<file path="src/rtl/if_fetch_unit.sv">
// Instruction fetch unit: owns the fetch PC, reads a combinational instruction
// memory and buffers {pc, instr} pairs toward decode over valid/ready.

package if_fetch_unit_pkg;

  localparam int unsigned XLEN = 32;

  // One buffered fetch result
  typedef struct packed {
    logic [XLEN-1:0] pc;
    logic [XLEN-1:0] instr;
  } fetch_entry_t;

endpackage

module if_fetch_unit
  import if_fetch_unit_pkg::*;
#(
  parameter logic [31:0] RESET_PC = 32'h0000_0000,
  parameter int unsigned DEPTH    = 2
) (
  input  logic        clk,
  input  logic        rst_n,
  input  logic        fetch_en,
  output logic [31:0] imem_addr,
  input  logic [31:0] imem_rdata,
  input  logic        redirect_valid,
  input  logic [31:0] redirect_pc,
  output logic        out_valid,
  input  logic        out_ready,
  output logic [31:0] out_pc,
  output logic [31:0] out_instr,
  output logic        misalign_err,
  output logic [31:0] fetch_count
);

  localparam int unsigned PTR_W = (DEPTH > 1) ? $clog2(DEPTH) : 1;
  localparam int unsigned CNT_W = $clog2(DEPTH + 1);

  localparam logic [XLEN-1:0] RESET_PC_ALIGNED = {RESET_PC[XLEN-1:2], 2'b00};
  localparam logic [XLEN-1:0] PC_STEP          = XLEN'(4);

  // Buffer storage, pointers and occupancy
  fetch_entry_t     mem_q [DEPTH];
  logic [PTR_W-1:0] wr_ptr_q, wr_ptr_d;
  logic [PTR_W-1:0] rd_ptr_q, rd_ptr_d;
  logic [CNT_W-1:0] count_q, count_d;

  // Fetch PC and registered outputs
  logic [XLEN-1:0]  fetch_pc_q, fetch_pc_d;
  fetch_entry_t     head_q, head_d;
  logic             out_valid_q, out_valid_d;
  logic             misalign_q, misalign_d;
  logic [XLEN-1:0]  fetch_count_q, fetch_count_d;

  // Per-cycle handshake decisions
  logic             pop_c;
  logic             push_c;
  logic             room_c;
  logic [CNT_W-1:0] remain_c;
  fetch_entry_t     new_entry_c;

  // Next-state logic: redirect flushes and reloads the PC, otherwise push/pop
  always_comb begin
    pop_c         = out_valid_q & out_ready;
    room_c        = (count_q < CNT_W'(DEPTH)) | pop_c;
    push_c        = fetch_en & ~redirect_valid & room_c;
    new_entry_c   = '{pc: fetch_pc_q, instr: imem_rdata};
    remain_c      = count_q - CNT_W'(pop_c);

    fetch_pc_d    = fetch_pc_q;
    wr_ptr_d      = wr_ptr_q;
    rd_ptr_d      = rd_ptr_q;
    count_d       = count_q;
    head_d        = head_q;
    fetch_count_d = fetch_count_q + XLEN'(pop_c);
    misalign_d    = redirect_valid & (|redirect_pc[1:0]);

    if (redirect_valid) begin
      // A pop in this cycle still completes; everything else is discarded
      fetch_pc_d = {redirect_pc[XLEN-1:2], 2'b00};
      wr_ptr_d   = '0;
      rd_ptr_d   = '0;
      count_d    = '0;
    end else begin
      if (pop_c) begin
        rd_ptr_d = rd_ptr_q + PTR_W'(1);
      end
      if (push_c) begin
        wr_ptr_d   = wr_ptr_q + PTR_W'(1);
        fetch_pc_d = fetch_pc_q + PC_STEP;
      end
      count_d = count_q + CNT_W'(push_c) - CNT_W'(pop_c);

      // The head comes from the incoming word when nothing older remains
      if (remain_c == '0) begin
        if (push_c) begin
          head_d = new_entry_c;
        end
      end else begin
        head_d = mem_q[rd_ptr_d];
      end
    end

    out_valid_d = (count_d != '0);
  end

  // Buffer storage write; occupancy tracking makes stale contents invisible
  always_ff @(posedge clk) begin
    if (push_c) begin
      mem_q[wr_ptr_q] <= new_entry_c;
    end
  end

  // State registers
  always_ff @(posedge clk or negedge rst_n) begin
    if (!rst_n) begin
      fetch_pc_q    <= RESET_PC_ALIGNED;
      wr_ptr_q      <= '0;
      rd_ptr_q      <= '0;
      count_q       <= '0;
      head_q        <= '0;
      out_valid_q   <= 1'b0;
      misalign_q    <= 1'b0;
      fetch_count_q <= '0;
    end else begin
      fetch_pc_q    <= fetch_pc_d;
      wr_ptr_q      <= wr_ptr_d;
      rd_ptr_q      <= rd_ptr_d;
      count_q       <= count_d;
      head_q        <= head_d;
      out_valid_q   <= out_valid_d;
      misalign_q    <= misalign_d;
      fetch_count_q <= fetch_count_d;
    end
  end

  assign imem_addr    = fetch_pc_q;
  assign out_valid    = out_valid_q;
  assign out_pc       = head_q.pc;
  assign out_instr    = head_q.instr;
  assign misalign_err = misalign_q;
  assign fetch_count  = fetch_count_q;

endmodule

</file>
<file path="config.mk">
export PLATFORM = sky130hd
export DESIGN_NAME = if_fetch_unit
export DESIGN_NICKNAME = d
export VERILOG_FILES = /design/src/rtl/if_fetch_unit.sv
export SDC_FILE = /design/constraint.sdc
export NUM_CORES = 1
export LEC_CHECK = 0
export BUFFER_PORTS_ARGS = -buffer_cell sky130_fd_sc_hd__buf_2
export CORE_ASPECT_RATIO = 1.4
export CORE_MARGIN = 2
export CORE_UTILIZATION = 41
export DETAILED_ROUTE_END_ITERATION = 10
export GPL_ROUTABILITY_DRIVEN = 0
export PLACE_DENSITY = 0.73
export SYNTH_ARGS = -nofsm -noshare
export SYNTH_HDL_FRONTEND = slang
export SYNTH_SLANG_ARGS = --single-unit
</file>
<file path="constraint.sdc">
create_clock -name clk -period 13.64 [get_ports clk]
set_input_delay 2.046 -clock clk [delete_from_list [all_inputs] [get_ports clk]]
set_output_delay 2.046 -clock clk [all_outputs]
set_load 0.05 [all_outputs]
</file>
==> results.md <==
- Status: finished clean
- Switching power: 1040 uW
- First-pass GRT wire length: 39300 microns
- Most frequent cells in the layout: buf_2 (193), nand2_1 (176), dfrtp_1 (130)
- GRT Total Usage: 19.1%
- Final WL: 25400 microns
- Via density: 5.34
- Most common cell after layout, fill and taps aside: buf_2
- H-tree Lvls: 1
- Grt ovf: 0
- Crit-path slowest cell: nand3_1
- Clk slew on worst S/H paths: 0.06 ns
- Worst-margin pin slew: 1.21 ns
- Fillers: 2152
- DRC violations left: 0
- Final Max Tran Viols: 0
- PortBufs: 194
- Peak fanout along the critical path: 21
- Total core area: 0.0246 sq mm
- CTS hold repair buffers: 0
- Postcts setup bufs: 0
- Layout Skew: 0.00662 ns
- Setup TNS: 0 ns
- I/O pins: 199
- Final worst path period share: 27.4%
- Design area: 0.0124 sq mm
- Die X: 138 microns
- Area post-placement: 0.0115 sq mm
- Sequential fraction of the synthesis area: 68.0%
- Clock latency on the worst-skew pair: 0.51 ns
- Area grow syn2layout: 20.8%
- Setup WS post-layout: 9.90 ns
- Syn Area/Cell: 12.5 sq um
- Register area: 0.00698 sq mm
- Post-CTS sizing: 0
- Clk pwr share: 26.7%
- Post-synth top flop: dfrtp_1
- Setup crit end kind: register
- Comb power frac: 33.6%
- Post-synthesis cell count: 822
- Dominant cell type by area after synthesis: edfxtp_1
- Initial drt markers: 530
- Sequential Power Share: 39.7%
- Arrival @ worst endpoint: 4.13 ns
- WL/cell: 18.9 microns
- WHS Path Cells: 1
- Switching part of the total: 39.4%
- Root Driver: clkbuf_16
- R2R cell count: 6
- Placement Setup Slack: 9.35 ns
- TritonRoute pass-1 iters: 5
- Max-cap viol count: 0
- Unique masters post-synth: 39
- Share of layout cells above drive strength 1: 27.2%
- Yosys warns: 0
- Internal power: 1600 uW
- Die Y-Extent: 191 microns
- Async S/R FF share, synth: 51.2%
- CTS Buf Count: 25
- CTS tree: done
- Initial antenna violation count: 3
- Final std cells w/o fill: 1341
- Rel. slew slack: 19.3%
- Synthesis-stage register bit count: 254
- Clock Sinks: 254
- Worst IR Drop VDD: 0.135 mV
- # nets final: 1080
- DIE AREA: 0.0263 sq mm
- Placed cells: 1295
- CP Launch Type: input port
- WP data required: 14.03 ns
- Largest net degree at the start of global routing: 70
- WS Path Type: input port to register
- Vias: 7165
- Rows: 68
- Hpwl dp: 16400 microns
- Initial Utilization: 41.7%
- Area occupied by multi-input gates: 0.00309 sq mm
- Fmax: 268 MHz
- Vias in the first global route: 7161
- Final worst path period need: 3.74 ns
- Final ANT Viol Nets: 0
- Post-synth EDFFs: 124
- Total power per unit cell area: 213 mW/mm^2
- Final Hold Vio Count: 0
- Lkg Pwr: 0.00520 uW
- Synth top area share: 36.3%
- Clock tree buffer depth: 3
- Final setup fails: 0
- Cell area after synthesis: 0.0103 sq mm
- Crit-path max cell delay: 0.81 ns
- Worst hold-check path type: register to register
- RSZ-0062 raised after global routing: false
- Largest cells by area after synthesis: edfxtp_1 (36%), dfrtp_1 (32%), nand2_1 (6.4%)
- Worst-path cell chain: buf_2 > a21o_1 > a21oi_1 > nand3_1 > o221a_2
layout make-up:
cell class | instances | share of cell area, %
diodes | 1 | 0.0202
clock buffers | 29 | 5.25
clock inverters | 16 | 1.54
inverters | 8 | 0.242
multi-input cells | 515 | 25.0
flip-flops and latches | 254 | 56.3
well taps | 315 | 3.18
repair buffers | 203 | 8.44
logic make-up (layout without fill, tap and decap cells):
logic type               after synthesis  count (layout)  share of synthesized area [%]
other                                  1               5                         0.0366
adder cells (fa/ha/maj)                4               4                          0.488
AND/OR/NAND/NOR                      302             302                           13.4
XOR/XNOR                              61              61                           5.21
flip-flops                           254             254                           68.0
buffers and inverters                 56             256                           2.28
multiplexers                           2               2                          0.195
AO/OA/AOI/OAI                        142             142                           10.3
worst max-delay path, delay by kind of cell:
family          cells  cell delay, ns
buf+inv             1            0.12
compound gates      3            1.14
simple gates        1            0.81
power groups by stage:
stage | Combinational (uW) | Sequential, uW | Clock [uW]
2_1_floorplan | 286 | 1410 | 0
3_3_place_gp | 875 | 1060 | 0
3_5_place_dp | 892 | 1060 | 0
4_1_cts | 893 | 1050 | 720
5_1_grt | 940 | 1060 | 752
6_report | 883 | 1050 | 703
sequential cells by signal, indices dropped and copies added (netlist names):
register / cells
misalign_err: 1
out_instr: 32
wr_ptr_q: 1
fetch_count: 32
out_valid: 1
imem_addr: 30
count_q: 2
rd_ptr_q: 1
mem_q: 124
out_pc: 30
routing by layer:
metal | track usage, % | up-vias | wire length (microns)
met2 | 33.2 | 247 | 12900
met1 | 23.8 | 3525 | 10000
met3 | 4.61 | 43 | 1860
met4 | 5.00 | 4 | 575
met5 | 0 | - | 27
li1 | - | 3346 | -
per-stage QoR:
stage / hold slack, ns / utilization (%) / power, uW
after floorplan: 0.519 / - / 1700
after global placement: 0.458 / 46.9 / 1930
after detailed placement: 0.466 / 46.9 / 1950
after CTS: 0.475 / 50.4 / 2660
after global routing: 0.498 / 50.4 / 2760
final: 0.471 / 50.4 / 2630
worst paths after layout:
| kind | start | endpoint | slack (ns) |
|---|---|---|---|
| setup / recovery | out_ready | out_pc[27]$_DFFE_PN0P_ | 9.90 |
| hold / removal | fetch_count[31]$_DFF_PN0_ | fetch_count[31]$_DFF_PN0_ | 0.47 |
| setup reg to reg | imem_addr[2]$_DFFE_PN0P_ | imem_addr[30]$_DFFE_PN0P_ | 11.09 |
| hold reg to reg | fetch_count[31]$_DFF_PN0_ | fetch_count[31]$_DFF_PN0_ | 0.47 |
| max in group asynchronous | rst_n | fetch_count[7]$_DFF_PN0_ | 10.73 |
| min in group asynchronous | rst_n | fetch_count[21]$_DFF_PN0_ | 1.50 |
synthesized netlist by cell type, drive strengths merged, types with 9 or more instances:
cell / number
dfrtp: 130
buf: 11
nor2: 23
nand4: 20
nand3: 42
nand2: 176
a221o: 41
nor3: 9
clkbuf: 37
xnor2: 33
o221a: 21
o21ai: 30
and3: 9
a21oi: 44
edfxtp: 124
xor2: 28
No activity file was read; power rests on OpenSTA's default activity.
